===== config.mk =====
export PLATFORM = sky130hd
export DESIGN_NAME = even_parity_tx32
export DESIGN_NICKNAME = d
export VERILOG_FILES = /design/src/rtl/even_parity_tx32.sv
export SDC_FILE = /design/constraint.sdc
export NUM_CORES = 1
export LEC_CHECK = 0
export BUFFER_PORTS_ARGS = -buffer_cell sky130_fd_sc_hd__buf_2
export CORE_MARGIN = 2
export CORE_UTILIZATION = 24
export CTS_CLUSTER_SIZE = 28
export DETAILED_ROUTE_END_ITERATION = 8
export MAX_ROUTING_LAYER = met4
export PLACE_DENSITY = 0.41
export SLEW_MARGIN = 0
export SYNTH_ARGS = -nofsm -noshare
export SYNTH_HDL_FRONTEND = slang
export SYNTH_SLANG_ARGS = --single-unit
export TNS_END_PERCENT = 30

===== constraint.sdc =====
create_clock -name clk -period 1.72 [get_ports clk]
set_clock_uncertainty 0.05 [all_clocks]
set_input_delay 0.086 -clock clk [delete_from_list [all_inputs] [get_ports clk]]
set_output_delay 0.086 -clock clk [all_outputs]
set_load 0.02 [all_outputs]

===== src/rtl/even_parity_tx32.sv =====
// Transmit side of the even/odd parity serial link: captures a parallel word on a
// valid/ready handshake and shifts it out LSB first, followed by its parity bit.
module even_parity_tx32 #(
    parameter int DATA_W = 31,
    parameter bit ODD    = 1'b0,
    parameter int CNT_W  = 5
) (
    input  logic              clk,
    input  logic              rst_n,
    input  logic [DATA_W-1:0] in,
    input  logic              in_valid,
    output logic              in_ready,
    output logic              sout,
    output logic              sout_valid,
    input  logic              sout_ready,
    output logic              sout_last,
    output logic              parity_out,
    output logic [CNT_W-1:0]  ones_out,
    output logic              busy
);

    localparam int BIT_W = (DATA_W > 1) ? $clog2(DATA_W) : 1;

    typedef enum logic [1:0] {
        S_IDLE = 2'd0,
        S_DATA = 2'd1,
        S_PAR  = 2'd2
    } state_t;

    state_t             state_q, state_d;
    logic [DATA_W-1:0]  shreg_q, shreg_d;
    logic [BIT_W-1:0]   bitcnt_q, bitcnt_d;
    logic               parity_q, parity_d;
    logic [CNT_W-1:0]   ones_q, ones_d;

    logic               word_parity;
    logic [CNT_W-1:0]   word_ones;

    // Parity and ones-count of the word on the input bus, used only at acceptance.
    always_comb begin
        word_parity = (^in) ^ ODD;
        word_ones   = '0;
        for (int i = 0; i < DATA_W; i++) begin
            word_ones = word_ones + {{(CNT_W-1){1'b0}}, in[i]};
        end
    end

    always_comb begin
        state_d    = state_q;
        shreg_d    = shreg_q;
        bitcnt_d   = bitcnt_q;
        parity_d   = parity_q;
        ones_d     = ones_q;
        in_ready   = 1'b0;
        sout       = 1'b0;
        sout_valid = 1'b0;
        sout_last  = 1'b0;
        busy       = 1'b0;

        case (state_q)
            S_IDLE: begin
                in_ready = rst_n;
                if (in_valid) begin
                    shreg_d  = in;
                    bitcnt_d = '0;
                    parity_d = word_parity;
                    ones_d   = word_ones;
                    state_d  = S_DATA;
                end
            end
            S_DATA: begin
                busy       = 1'b1;
                sout_valid = 1'b1;
                sout       = shreg_q[0];
                if (sout_ready) begin
                    shreg_d  = {1'b0, shreg_q[DATA_W-1:1]};
                    bitcnt_d = bitcnt_q + BIT_W'(1);
                    if (bitcnt_q == BIT_W'(DATA_W - 1)) begin
                        state_d = S_PAR;
                    end
                end
            end
            S_PAR: begin
                busy       = 1'b1;
                sout_valid = 1'b1;
                sout_last  = 1'b1;
                sout       = parity_q;
                if (sout_ready) begin
                    state_d = S_IDLE;
                end
            end
            default: begin
                state_d = S_IDLE;
            end
        endcase
    end

    always_ff @(posedge clk or negedge rst_n) begin
        if (!rst_n) begin
            state_q  <= S_IDLE;
            shreg_q  <= '0;
            bitcnt_q <= '0;
            parity_q <= 1'b0;
            ones_q   <= '0;
        end else begin
            state_q  <= state_d;
            shreg_q  <= shreg_d;
            bitcnt_q <= bitcnt_d;
            parity_q <= parity_d;
            ones_q   <= ones_d;
        end
    end

    assign parity_out = parity_q;
    assign ones_out   = ones_q;

endmodule


# == Yosys cells after proc, flatten, opt, wreduce, memory -nomap -nowiden ==
# Cells that the tools add are included.
# op_classes
n_addsub,31
n_eq_ne,7
mux,15
reduce_logical,7
# op_table
op,n
$add 5x1->5,26
$mux 31,2
$pmux 31 s2,1
$reduce_xor 31->1,1
$mux 5,2
$pmux 5 s2,1
$mux 2,4
$ne 2x2->1 const B,4
$pmux 2 s3,1
$add 4x1->5,1
$add 5x1->5 const B,1
$eq 5x5->1 const B,1
$add 3x1->4,1
$reduce_and 4->1,1
$add 2x1->3,1
$mux 1,3
$reduce_and 3->1,1
$add 1x1->2,1
$eq 2x1->1 const B,1
$eq 2x2->1 const B,1
$logic_not 2->1,1
$pmux 1 s2,1
$reduce_and 2->1,1
$reduce_bool 2->1,1
$reduce_or 2->1,1
# word_totals
ff_bits,44
inputBits,35
output_inout_bits,11
word_cells,65

# == Logic depth before layout (Yosys ltp) ==
# depth
word_depth,30
ltp_mapped,17

# == Worst setup path before layout ==
# Ideal clock, no wire load.
# synth_timing
path_type,input port to flip-flop
from,in in[17]
to,reg ones_q[4] (netlist: ones_out[4])
setup_time_ns,0.132
arrival_time_ns,4.265
required_time_ns,1.538
setup_slack_ns,-2.727
stages,16
path_buffers,0
path_cell_list,fa_1 -> inv_1 -> fa_1 -> inv_1 -> fa_1 -> inv_1 -> fa_1 -> fa_1 -> fa_1 -> fa_1 -> inv_2 -> fa_1 -> a21o_1 -> a21oi_1 -> xor2_1 -> o21ai_1
# synth_via
elab_chain_cells,14
# synth_lines
item,line,source
from (decl),10,"input logic [DATA_W-1:0] in,"
$add 5x1->5 (14 in series),44,"word_ones = word_ones + {{(CNT_W-1){1'b0}}, in[i]};"
to (signal assigned),110,ones_q <= ones_d;
to (decl),34,"logic [CNT_W-1:0] ones_q, ones_d;"
# No other way between the ends.
# A chain may end at the register's enable or synchronous reset.

# == Worst setup path after layout ==
# Same ends and word-level chain as after synthesis.

==> metrics.csv <==
metric,value,unit
overall routed net length,8565,um
async set-reset flop share out of synthesis,1.000,
leading area contributor after synthesis,dfrtp_1,
Via-to-Cell Ratio,4.087,
# setup viols final,7,
GP Congestion,0.7636,
tightest slew margin relative to the limit,0.7513,
setup slack after layout,-2550,ps
CTS H-tree lvls,2,
height of the die,118.4,um
final slew viol count,0,
area share of the largest cell type after synthesis,0.3503,
Clock Tree Buf Depth,2,
cells taking the most area after synthesis,"dfrtp_1 (35%), fa_1 (15%), mux2i_1 (9.6%)",
clock tree sinks,44,
drt pass-1 iters,4,
violated checks,setup timing,
top achievable clock speed,234.2,MHz
CP startpoint kind,primary input,
die outline width,118.4,um
total inserted antenna cells,0,
effective utilization at floorplan,0.2470,
most instantiated library cell after synthesis,inv_1,
fraction of final layout cells sized beyond drive strength 1,0.3544,
Final period util,2.483,
"Area growth, synth to finish",40.88,%
total power divided by cell area,1963,nW/um^2
commonest cells in the netlist,"inv_1 (46), dfrtp_1 (44), nor2_1 (36), a21oi_1 (34), mux2i_1 (30)",
synthesized instance count,312,
Leak Pwr,2.116,nW
actual transition at the worst max-transition pin,373.0,ps
latest clock arrival within the worst-skew pair,290,ps
setup repair after global routing missed its margin,true,
highest ir drop seen on vdd,869.0,uV
sequential cell area in the final layout,1101,sq um
result of the run,finished with violations,
shortest period the worst path allows,4270,ps
post-synthesis cell area,3143,sq um
clock edge transition at the registers on the reported setup and hold paths,70,ps
Post-Route Hold Slack,114.9,ps
sequential cell area fraction in the yosys report,0.3503,
vias in the first global route,2600,
Hold Path Class,primary input to flip-flop,
detailed-placement wirelength estimate,6297,um
required time of the worst setup path,1850,ps
number of antenna violations at the first check in global routing,0,
CTS tree,done,
global route overflow,0,
number of I/O pins,46,
post-synth net total,384,
global-route wire length before repair,14050,um
number of vias after detailed routing,2387,
residual antenna-violating net count after detailed routing,0,
Final Power,0.008694,W
core outline area,12720,sq um
overall die area,14030,sq um
hold violation count in the final report,0,
Layout Nets,483,
per-cell routed wire length,14.67,um
layout filler cell count,1365,
Rows,41,
flop and latch count out of synthesis,44,
Root Buffer,clkbuf_16,
unique cell type count in the Yosys netlist,33,
area of the multi-input gates,1954,sq um
count of buffers inserted at the top-level ports,45,
clock buffers created by TritonCTS,5,
pin count of the biggest net entering global routing,31,
1st-iter DRT viols,60,
Critical Path Sink Type,flip-flop,
number of enable-type register cells in the synthesized netlist,0,
type of the worst setup path,primary input to flip-flop,
worst-path fanout max,2,
"Avg Cell Area, Syn",10.07,sq um
post-place instance area,3931,sq um
prevailing post-synth register cell,dfrtp_1,
crit path DAT,4400,ps
setup slack at placement,-2921,ps
sum of negative setup slack,-11630,ps
Final Cell Area,4428,sq um
DR DRC count,0,
yosys synthesis warning count,0,
total routing usage reported by global routing,0.1316,
Max-cap violations,0,
placed cells by master (no fill, tap or decap), types with 4 or more instances in the layout:
| master | instances |
|---|---|
| nor2_2 | 4 |
| inv_2 | 6 |
| a21oi_1 | 27 |
| buf_12 | 4 |
| clkbuf_16 | 6 |
| buf_6 | 6 |
| fa_1 | 18 |
| ha_1 | 11 |
| fa_2 | 5 |
| buf_4 | 46 |
| nand2_1 | 9 |
| nor2_1 | 28 |
| mux2i_1 | 30 |
| nor2_4 | 4 |
| dfrtp_1 | 44 |
| o21ai_1 | 9 |
| inv_1 | 41 |
| xor2_1 | 6 |
| a21oi_2 | 7 |
| xnor2_1 | 20 |
| buf_2 | 43 |
layout make-up:
| type | instances | area share |
|---|---|---|
| Timing Repair Buffer | 104 | 0.1876 |
| Clock buffer | 7 | 0.03221 |
| Inverter | 47 | 0.03984 |
| Multi-Input combinational cell | 209 | 0.4414 |
| Tap cell | 172 | 0.04860 |
| Clock inverter | 1 | 0.001695 |
| Sequential cell | 44 | 0.2487 |
power by group:
group | leakage, nW | switching [W] | internal (W) | total (W)
logic | 1.54 | 0.00278 | 0.00306 | 0.00584
clock network | 0.0701 | 0.000427 | 0.000580 | 0.00101
registers | 0.510 | 0.000314 | 0.00153 | 0.00185
total | 2.12 | 0.00352 | 0.00517 | 0.00869
stage by stage:
| step | util | std cells |
|---|---|---|
| 6_report | 0.3481 | 584 |
| 5_1_grt | 0.3481 | 584 |
| 4_1_cts | 0.3386 | 581 |
| 3_5_place_dp | 0.3090 | 562 |
| 3_3_place_gp | 0.3090 | 562 |
| 2_1_floorplan | - | 312 |
critical path: stages:
cell and delay (ps):
buf_6 100, fa_1 540, inv_2 40, fa_1 490, inv_1 50, fa_1 480, inv_1 50, fa_1 500
fa_1 430, fa_1 510, fa_2 190, inv_2 40, fa_2 330, a21o_1 200, a21oi_2 140, xor2_1 150
o21ai_1 70
flip-flops by register name, indices dropped and copies added (netlist names):
register	cells
parity_out	1
ones_out	5
bitcnt_q	5
state_q	2
shreg_q	31
final timing paths:
kind	from	to	slack, ps	cells past startpoint
worst max register to register	state_q[0]	shreg_q[23]	-10	9
worst max-delay path	in[17]	ones_out[4]	-2550	17
max in group asynchronous	rst_n	shreg_q[13]	930	3
worst min-delay path	in[30]	shreg_q[30]	110	4
min in group asynchronous	rst_n	ones_out[4]	360	3
worst min register to register	ones_out[3]	ones_out[3]	440	2
kinds of logic (layout without fill, tap and decap cells):
kind of cell    count (synthesis)  in the layout  share of synthesized area
compound gates                 52             52                    0.08957
simple gates                   57             57                    0.07922
buf+inv                        59            159                    0.07246
xor+xnor                       32             32                     0.1071
flops                          44             44                     0.3503
mux                            31             31                    0.09912
fa+ha+maj                      37             37                     0.2022
metal layers:
| layer | part of all wire | GRT usage | wire length, um |
|---|---|---|---|
| met1 | 0.51 | 0.1847 | 4354 |
| met2 | 0.46 | 0.2038 | 3976 |
| met3 | 0.017 | 0.01544 | 142 |
| met4 | 0.011 | 0.03125 | 91 |
| met5 | 0 | - | 0 |
timing repair:
| item | in CTS | in global routing |
|---|---|---|
| endpoints found under the setup margin | 36 | 36 |
| gates cloned | 3 | 1 |
| resized for setup | 19 | 23 |
| hold endpoints to repair | 44 | 0 |
| pin swaps | 3 | 11 |
| hold buffers | 1 | 0 |
| setup buffers | 7 | 2 |
Note: power is estimated with default switching activity, not from simulation.
